**config.mk**
```make
export PLATFORM = sky130hd
export DESIGN_NAME = seven_seg_reader
export DESIGN_NICKNAME = d
export VERILOG_FILES = /design/src/rtl/seven_seg_reader.sv
export SDC_FILE = /design/constraint.sdc
export NUM_CORES = 1
export LEC_CHECK = 0
export ABC_AREA = 1
export ABC_CLOCK_PERIOD_IN_PS = 2950
export BUFFER_PORTS_ARGS = -buffer_cell sky130_fd_sc_hd__buf_2
export CAP_MARGIN = 25
export CORE_MARGIN = 4
export CORE_UTILIZATION = 26
export DETAILED_ROUTE_END_ITERATION = 10
export HOLD_SLACK_MARGIN = 0.08
export PLACE_DENSITY_LB_ADDON = 0.12
export SLEW_MARGIN = 20
export SYNTH_ARGS = -nofsm -noshare
export SYNTH_HDL_FRONTEND = slang
export SYNTH_SLANG_ARGS = --single-unit
```
**constraint.sdc**
```tcl
create_clock -name clock -period 2.95 [get_ports clock]
set_clock_uncertainty 0.1 [all_clocks]
set_input_delay 0.295 -clock clock [delete_from_list [all_inputs] [get_ports clock]]
set_output_delay 0.295 -clock clock [all_outputs]
set_load 0.005 [all_outputs]
```
**src/rtl/seven_seg_reader.sv**
```systemverilog
// Seven-segment pattern reader: debounces strobed active-low segment
// samples, decodes accepted patterns to hex and buffers one event.
module seven_seg_reader #(
    parameter int STABLE_CNT = 4
) (
    input  logic       clock,
    input  logic       reset,
    input  logic [6:0] seg_in,
    input  logic       seg_strobe,
    output logic [3:0] digit_out,
    output logic       blank_out,
    output logic       err_out,
    output logic       out_valid,
    input  logic       out_ready,
    output logic       overflow
);

    localparam logic [3:0] N = 4'(STABLE_CNT);

    typedef enum logic [1:0] {
        S_WAIT   = 2'd0,
        S_TRACK  = 2'd1,
        S_LOCKED = 2'd2
    } state_t;

    state_t     state_q, state_d;
    logic [6:0] cand_q, cand_d;
    logic [3:0] cnt_q, cnt_d;
    logic       emit;

    logic [3:0] digit_q;
    logic       blank_q, err_q, valid_q, ovf_q;

    logic [3:0] dec_digit;
    logic       dec_blank, dec_err;
    logic       pop, load, drop;

    // Decode the current sample; an emit always carries seg_in itself.
    always_comb begin
        dec_digit = 4'd0;
        dec_blank = 1'b0;
        dec_err   = 1'b0;
        case (seg_in)
            7'h40: dec_digit = 4'h0;
            7'h79: dec_digit = 4'h1;
            7'h24: dec_digit = 4'h2;
            7'h30: dec_digit = 4'h3;
            7'h19: dec_digit = 4'h4;
            7'h12: dec_digit = 4'h5;
            7'h02: dec_digit = 4'h6;
            7'h78: dec_digit = 4'h7;
            7'h00: dec_digit = 4'h8;
            7'h10: dec_digit = 4'h9;
            7'h08: dec_digit = 4'hA;
            7'h03: dec_digit = 4'hB;
            7'h46: dec_digit = 4'hC;
            7'h21: dec_digit = 4'hD;
            7'h06: dec_digit = 4'hE;
            7'h0E: dec_digit = 4'hF;
            7'h7F: dec_blank = 1'b1;
            default: dec_err = 1'b1;
        endcase
    end

    // Stability tracker: next state, candidate, count and emit strobe.
    always_comb begin
        state_d = state_q;
        cand_d  = cand_q;
        cnt_d   = cnt_q;
        emit    = 1'b0;
        if (seg_strobe) begin
            if (state_q == S_TRACK && seg_in == cand_q) begin
                if (cnt_q != 4'hF) cnt_d = cnt_q + 4'd1;
                if ((cnt_q + 4'd1) == N) begin
                    emit    = 1'b1;
                    state_d = S_LOCKED;
                end
            end else if (state_q == S_LOCKED && seg_in == cand_q) begin
                state_d = S_LOCKED;
            end else begin
                cand_d = seg_in;
                cnt_d  = 4'd1;
                if (N == 4'd1) begin
                    emit    = 1'b1;
                    state_d = S_LOCKED;
                end else begin
                    state_d = S_TRACK;
                end
            end
        end
    end

    assign pop  = valid_q & out_ready;
    assign load = emit & (~valid_q | pop);
    assign drop = emit & valid_q & ~pop;

    // Tracker state registers.
    always_ff @(posedge clock) begin
        if (reset) begin
            state_q <= S_WAIT;
            cand_q  <= 7'h7F;
            cnt_q   <= 4'd0;
        end else begin
            state_q <= state_d;
            cand_q  <= cand_d;
            cnt_q   <= cnt_d;
        end
    end

    // One-entry output buffer with sticky drop flag.
    always_ff @(posedge clock) begin
        if (reset) begin
            digit_q <= 4'd0;
            blank_q <= 1'b0;
            err_q   <= 1'b0;
            valid_q <= 1'b0;
            ovf_q   <= 1'b0;
        end else begin
            if (load) begin
                digit_q <= dec_digit;
                blank_q <= dec_blank;
                err_q   <= dec_err;
                valid_q <= 1'b1;
            end else if (pop) begin
                valid_q <= 1'b0;
            end
            if (drop) ovf_q <= 1'b1;
        end
    end

    assign digit_out = digit_q;
    assign blank_out = blank_q;
    assign err_out   = err_q;
    assign out_valid = valid_q;
    assign overflow  = ovf_q;

endmodule

```
# After elaboration in Yosys (flattened, before gate mapping)
# Cells that the tools add are included.
# totals
input_bits,11
word_cells,64
register_bits,21
# op_classes
n_bitwise,9
n_reduce_logical,8
n_eq_ne,24
n_mux,14
n_addsub,1
# ops
op,count
$pmux 4 s15,1
$eq 7x7->1 const B,5
$eq 7x5->1 const B,3
$eq 7x6->1 const B,3
$reduce_or 17->1,1
$eq 7x2->1 const B,2
$eq 7x4->1 const B,2
$mux 4,3
$eq 7x3->1 const B,1
$eq 7x7->1,1
$logic_not 7->1,1
$mux 1,7
$mux 2,3
$reduce_and 3->1,2
$add 4x1->4 const B,1
$and 1x1->1,4
$eq 4x3->1 const B,1
$ne 2x1->1 const B,2
$ne 4x4->1 const B,1
$not 1->1,4
$eq 2x1->1 const B,1
$eq 2x2->1 const B,1
$logic_and 1x1->1,2
$ne 2x2->1 const B,1
other kinds (3),3

# Depth between registers and ports, before layout
# Gate-level depths: netlist of the first run.
# depth
ltp_word,7
mapped_depth,12
ltp_nobuf,11

# Least setup slack after synthesis of the first run
# OpenSTA, ideal clock, no wires.
# synth_path
kind,reg2reg
startpoint,reg cnt_q[0]
endpoint,"reg digit_q[1], in the netlist digit_out[1]"
slack_ns,1.415
t_arrival_ns,1.317
synth_period_minus_slack_ns,1.535
stages_incl_launch_ff,7
required_time_ns,2.732
cell_sequence,dfxtp_1 -> ha_1 -> nand3_1 -> nor2_1 -> nand4_4 -> nor3_1 -> nor2_1
# synth_between
elab_chain_len,6
# synth_lines
element,line_no,source
"start, declared",28,"logic [3:0] cnt_q, cnt_d;"
"start signal, assigned",106,cnt_q <= cnt_d;
$add 4x1->4,74,if ((cnt_q + 4'd1) == N) begin
$eq 4x3->1,74,
$mux 1,74,
$mux 1,72,if (state_q == S_TRACK && seg_in == cand_q) begin
$mux 1,71,if (seg_strobe) begin
$and 1x1->1,94,assign load = emit & (~valid_q | pop);
"end signal, assigned",120,digit_q <= dec_digit;
"end, declared",31,logic [3:0] digit_q;
# Every way passes these cells.
# A chain may end at the register's enable or synchronous reset.

# Worst setup path in the final report of the first run
# layout_path
startpoint,reg cnt_q[0]
endpoint,"reg digit_q[2], in the netlist digit_out[2]"
# The elaborated chain is that of the path after synthesis.

==> results of run 1 <==
## cell usage after synthesis
library cell / number / area [um2]
o21bai_1: 3 / 22.5
nor2_4: 2 / 22.5
o21ai_0: 1 / 5.00
buf_4: 2 / 15.0
a21oi_2: 1 / 8.76
o21ai_1: 1 / 5.00
ha_1: 1 / 12.5
xor2_1: 2 / 17.5
buf_2: 1 / 5.00
xnor2_1: 1 / 8.76
inv_1: 30 / 113
nand4_1: 2 / 12.5
dfxtp_1: 21 / 420
nor2_2: 3 / 18.8
nand2_1: 66 / 248
nand2_4: 2 / 22.5
nor2_1: 42 / 158
nor2_8: 1 / 20.0
clkbuf_1: 1 / 3.75
nand3_2: 3 / 30.0
nand4_4: 1 / 21.3
inv_2: 4 / 15.0
a21oi_1: 5 / 25.0
nand3b_1: 2 / 15.0
nand2_2: 2 / 12.5
nand3_4: 1 / 17.5
nand3_1: 29 / 145
nor3_1: 2 / 10.0
o21a_1: 1 / 7.51
## worst min-delay path by stage
stage | from | endpoint | slack (ns) | depth (start not counted)
finish | reset | state_q[0] | 0.15 | 2
floorplan | reset | out_valid | 0.26 | 1
CTS | reset | state_q[0] | 0.15 | 2
global route | reset | state_q[0] | 0.17 | 2
detailed placement | overflow | overflow | 0.36 | 1
global placement | overflow | overflow | 0.36 | 1
## per-layer routing
layer	up-vias	share of wire [%]	global-route usage [%]
met2	30	43	17.4
met3	2	3.6	1.95
met4	0	0.53	2.99
li1	761	-	-
met5	-	0	0
met1	620	53	17.5
## cells by family after synthesis
family | after synthesis
buffers and inverters | 38
AOI/OAI and AO/OA | 12
and+or+nand+nor | 158
DFF | 21
xor gates and xnor gates | 3
adders and majority gates | 1
## cell type report
type	count	area [um2]
fillers	597	3600
multi-input cells	174	866
flip-flops and latches	21	420
inverters	34	128
repair buffers	18	90.1
well taps	70	87.6
clock buffers	3	41.3
clock inverters	1	5.00
## sequential cells by signal (all words and copies together) (netlist names)
name	flops
blank_out	1
cand_q	7
cnt_q	4
digit_out	4
err_out	1
out_valid	1
overflow	1
state_q	2
## power groups by stage
stage	clock, mW	sequential, mW	combinational (mW)
after floorplan	0	0.308	0.0753
after global placement	0	0.311	0.103
after detailed placement	0	0.311	0.101
after CTS	0.208	0.304	0.101
after global routing	0.219	0.306	0.117
final	0.200	0.304	0.101
## metrics by stage
stage | std cells | utilization, %
final | 321 | 31.3
after global routing | 321 | 31.3
after CTS | 321 | 31.3
after detailed placement | 317 | 30.4
after global placement | 317 | 30.4
after floorplan | 233 | -
==> reports/summary.log, run 1 <==
qor: yosys.syn-num-nets 245
qor: clocking.ctsResizeCount 0
qor: floorplanning.chipHeight 82.4 um
qor: yosys.post_synth_mux_area_share 0%
qor: clocking.clock_insertion_delay_worst_skew 0.26 ns
qor: timing.number_of_hold_slack_violations_in_the_final_timing_report 0
qor: setup_path.critical_path_buf_inv_count 0
qor: timing.fin_crit 1.74 ns
qor: power.max-vdd-ir-drop 0.208 mV
qor: setup_path.max_stage_delay 0.38 ns
qor: floorplanning.die_w 82.4 um
qor: timing.report.final.slew_viol_count 0
qor: power.internal-power 422 uW
qor: drt.number_of_violations_reported_at_the_end_of_detailed_routing_iteration_0 71
qor: timing.max_slew.worst_pin.slew 0.524 ns
qor: run_status.status complete, no violations
qor: setup_path.critPathCapture digit_out[2]
qor: timing.finalSetupTns 0 ns
qor: global_routing.overflow 0
qor: power.power.switching 183 uW
qor: drt.ant_nets 0
qor: global_routing.antenna_found_initial 0
qor: clocking.root_buffer clkbuf_8
qor: global_routing.grt_first_pass_wirelength 6220 um
qor: yosys.post_synth_xor_area_fraction 1.83%
qor: power.power.total 604 uW
qor: yosys.netlist-cell-type-count 29
qor: floorplanning.dieArea 6780 um2
qor: setup_path.setup.worst_path.end_class register
qor: placed_design.dpl-instance-area 1590 um2
qor: floorplanning.design.portCount 19
qor: setup_path.cp_slowest_cell dfxtp_1
qor: global_routing.vias_in_the_first_global_route 1,289
qor: yosys.synth.cell_area 1440 um2
qor: setup_path.crit_start cnt_q[0]
qor: drt.post_drt_via_cell_ratio 4.40
qor: setup_path.worst_r2r_startpoint cnt_q[0]
qor: yosys.post_synth_fa_ha_maj_area_fraction 0.870%
qor: cells_and_area.mostFrequentLayoutCell nand2_1
qor: setup_path.count_of_cell_instances_traversed_by_the_critical_path 7
qor: cells_and_area.post_route_cells_drive_above_1_share 16.7%
qor: timing.period_share 58.8%
qor: yosys.yosys.area_share.simple 52.4%
qor: drt.drc_viols 0
qor: clocking.post_cts_setup_buffer_count 0
qor: yosys.complex_gate_fraction_of_the_synthesized_area 5.13%
qor: setup_path.cp_max_fo 7
qor: placed_design.gp_routability_congestion 0.807
qor: placed_design.pre_cts_ws 1.13 ns
qor: setup_path.worst_setup_path_start_kind register
qor: floorplanning.initial_utilization 27.4%
qor: cells_and_area.antennaDiodeCount 0
qor: clocking.cts-hold-fix-buffers 0
qor: placed_design.dp_hpwl 2740 um
qor: power.p_seq_share 50.3%
qor: yosys.dominant_combinational_cell_family_by_area_after_synthesis simple AND/OR/NAND/NOR gates
qor: drt.route.final.wire_length 3600 um
qor: floorplanning.core_box_area 5240 um2
qor: power.power_density 369 nW/um2
qor: setup_path.crit_top_cell nand2_1
qor: clocking.numCtsBuffers 3
qor: setup_path.r2r_end digit_out[2]
qor: timing.timing.max_slew.rel_slack 65.0%
qor: floorplanning.floorplan.rows 26
qor: yosys.synth_seq_cells 21
qor: cells_and_area.net_count_of_the_finished_layout 264
qor: cells_and_area.postLayoutCellArea 1640 um2
qor: yosys.syn_avg_cell_area 6.17 um2
qor: power.combinationalPowerShare 16.7%
qor: setup_path.path_class register to register
qor: power.power.leakage 0.943 nW
qor: clocking.cts_max_level 1
qor: timing.postLayoutSetupSlackWorst 1.21 ns
qor: global_routing.overall_global_routing_usage 11.8%
qor: job.max-cap-violations 0
qor: global_routing.grt_start_max_net_pins 17
qor: clocking.cts_tree done
qor: timing.top_achievable_clock_speed 0.576 GHz
qor: hold_path.worstHoldPathType input port to register
qor: clocking.clockBufferDepth 2
qor: timing.final_setup_violation_count 0
qor: timing.grt_setup_unrepaired no
qor: clocking.clock_sinks 21
qor: power.clkPwrFrac 33.0%
qor: cells_and_area.layout_common_cells 66 x nand2_1, 42 x nor2_1, 30 x inv_1
qor: yosys.synth_sequential_area_ratio 29.2%
qor: clocking.clkSlewWorstSetupHoldPaths 0.09 ns
qor: setup_path.cp_cell_sequence ha_1 -> nand3_1 -> nor2_1 -> nand4_4 -> nand2_1 -> nand2_1 -> a21oi_1
qor: cells_and_area.layout-area-overhead-vs-synth 13.9%
qor: setup_path.cp_data_arrival_time 1.83 ns
qor: setup_path.critical_path.top_delay_family simple AND/OR/NAND/NOR gates
qor: drt.routedWlPerCell 11.2 um
qor: setup_path.cp_data_required_time 3.05 ns
qor: timing.fin_hold_ws 0.153 ns
qor: setup_path.worstRegToRegCells 7
qor: yosys.syn-instance-count 233
qor: drt.drt_pass1_iterations 4
qor: setup_path.reg2reg_setup_slack 1.21 ns
qor: power.swShare 30.2%
qor: placed_design.count_of_input_and_output_buffers 18
qor: yosys.ys.warnings.count 0
qor: drt.detailroute.via_count 1,413
(Power assumes the default switching activity.)
==> run 2, diff against run 1 <==
Settings changed: ABC_CLOCK_PERIOD_IN_PS 2950 to 1400.
Clock period 2.95 ns to 1.4 ns, I/O delays scaled along.
==> reports/summary.log, run 2 (synthesis gave the netlist of run 1 again) <==
qor: floorplanning.die_w 82.4 um
qor: placed_design.dp_hpwl 3070 um
qor: drt.drc_viols 0
qor: setup_path.cp_max_fo 7
qor: drt.detailroute.via_count 1,564
qor: setup_path.worst_setup_path_start_kind register
qor: setup_path.cp_data_arrival_time 1.64 ns
qor: cells_and_area.mostFrequentLayoutCell nand2_1
qor: clocking.numCtsBuffers 3
qor: global_routing.grt_start_max_net_pins 17
qor: timing.report.final.slew_viol_count 0
qor: global_routing.vias_in_the_first_global_route 1,519
qor: global_routing.overall_global_routing_usage 13.3%
qor: job.max-cap-violations 0
qor: cells_and_area.layout_common_cells 61 x nand2_1, 39 x nor2_1, 35 x buf_4
qor: global_routing.met2_track_usage_gr 21.8%
qor: timing.number_of_hold_slack_violations_in_the_final_timing_report 0
qor: timing.fin_crit 1.58 ns
qor: timing.max_slew.worst_pin.slew 0.356 ns
qor: cells_and_area.net_count_of_the_finished_layout 303
qor: floorplanning.chipHeight 82.4 um
qor: drt.post_drt_via_cell_ratio 4.34
qor: floorplanning.core_box_area 5240 um2
qor: hold_path.worstHoldPathType input port to register
qor: placed_design.gp_routability_congestion 0.795
qor: floorplanning.floorplan.rows 26
qor: setup_path.setup.worst_path.end_class register
qor: clocking.clkSlewWorstSetupHoldPaths 0.08 ns
qor: global_routing.grt_first_pass_wirelength 6970 um
qor: clocking.cts_tree done
qor: placed_design.count_of_input_and_output_buffers 18
qor: power.max-vdd-ir-drop 0.268 mV
qor: floorplanning.dieArea 6780 um2
qor: cells_and_area.regMostFlops cand_q
qor: timing.timing.max_slew.rel_slack 76.3%
qor: placed_design.pre_cts_ws -0.143 ns
qor: drt.drt_pass1_iterations 4
qor: floorplanning.design.portCount 19
qor: clocking.root_buffer clkbuf_8
qor: timing.final_setup_violation_count 20
qor: global_routing.antenna_found_initial 0
qor: global_routing.grt_util_met1 17.8%
qor: drt.ant_nets 0
qor: clocking.clock_sinks 21
qor: timing.top_achievable_clock_speed 0.631 GHz
qor: timing.postLayoutSetupSlackWorst -0.184 ns
qor: global_routing.grt_most_used_layer met2
qor: drt.route.final.wire_length 4070 um
qor: cells_and_area.post_route_cells_drive_above_1_share 33.4%
qor: timing.finalSetupTns -2.99 ns
qor: power.power.total 1.36 mW
qor: power.power_density 675 nW/um2
qor: placed_design.dpl-instance-area 1870 um2
qor: global_routing.m3_gr_usage 3.25%
qor: cells_and_area.postLayoutCellArea 2020 um2
qor: global_routing.overflow 0
qor: cells_and_area.antennaDiodeCount 0
qor: timing.grt_setup_unrepaired yes
qor: run_status.violations setup timing
qor: clocking.clock_insertion_delay_worst_skew 0.27 ns
qor: setup_path.path_class register to register
qor: clocking.clockBufferDepth 2
qor: drt.routedWlPerCell 11.3 um
qor: floorplanning.initial_utilization 27.4%
qor: cells_and_area.layout-area-overhead-vs-synth 40.4%
qor: drt.number_of_violations_reported_at_the_end_of_detailed_routing_iteration_0 59
qor: cells_and_area.fin_cells 360
qor: placed_design.cell_count_post_placement 352
qor: clocking.cts_max_level 1
qor: cells_and_area.flip_flop_count_of_the_largest_register_after_layout 7
qor: power.power.leakage 1.15 nW
qor: run_status.status finished with violations
qor: timing.period_share 113%
qor: setup_path.cp_data_required_time 1.45 ns
[run 2: cell types whose count changed in the layout (fill, tap and decap cells not counted), sizes merged]
cell / before / now
clkinv: 1 / 0
buf: 18 / 54
dlygate4sd3: 0 / 2
clkinvlp: 0 / 1
nand2: 70 / 71
[run 2: power breakdown]
part           leakage (nW)  internal (mW)  switching (mW)
logic                 0.959          0.130           0.170
registers             0.171          0.623          0.0189
clock network        0.0217          0.201           0.219
total                  1.15          0.955           0.408
[run 2: critical path, stage by stage, from the launching register on]
cell and delay [ns]:
dfxtp_2 0.36, inv_2 0.04, nand2_2 0.05, nand2_2 0.04
nor2_2 0.10, nand2_2 0.10, nor2_8 0.24, nand2_4 0.14
nand2_4 0.10, nor2_4 0.05, nand2_1 0.08, nand3_1 0.06
[run 2: timing repair]
| action | 4_1_cts | 5_1_grt |
|---|---|---|
| hold endpoints to repair | 3 | 0 |
| hold buffers | 2 | 0 |
| setup buffers | 1 | 0 |
| gates cloned | 0 | 1 |
| resized for setup | 1 | 17 |
| pin swaps | 0 | 17 |
| setup endpoints to repair | 20 | 21 |
[run 2: final timing paths]
check        startpoint   endpoint  slack, ns  cells past startpoint
max reg2reg   cand_q[0]  cand_q[4]      -0.18                     11
min reg2reg   cand_q[2]  cand_q[2]       0.36                      2
min           seg_in[1]  cand_q[1]       0.08                      3
max           cand_q[0]  cand_q[4]      -0.18                     11
[run 2: stage by stage]
stage | hold WS, ns | util [%]
final | 0.0783 | 38.5
after global routing | 0.110 | 38.5
after CTS | 0.0875 | 37.3
after detailed placement | 0.301 | 35.8
after global placement | 0.284 | 35.8
after floorplan | 0.109 | -
[run 2: layout make-up]
| cell class | instances | area (um2) |
|---|---|---|
| tap | 70 | 87.6 |
| clock inverter | 1 | 7.51 |
| clock buffer | 3 | 41.3 |
| multi-input combinational | 175 | 943 |
| fill | 583 | 3220 |
| sequential | 21 | 427 |
| timing repair buffer | 56 | 384 |
| inverter | 34 | 128 |
[run 2: layer usage]
layer | wire length [um] | share of wire [%]
met5 | 0 | 0
met4 | 18 | 0.44
met2 | 1890 | 47
met1 | 2020 | 50
met3 | 134 | 3.3
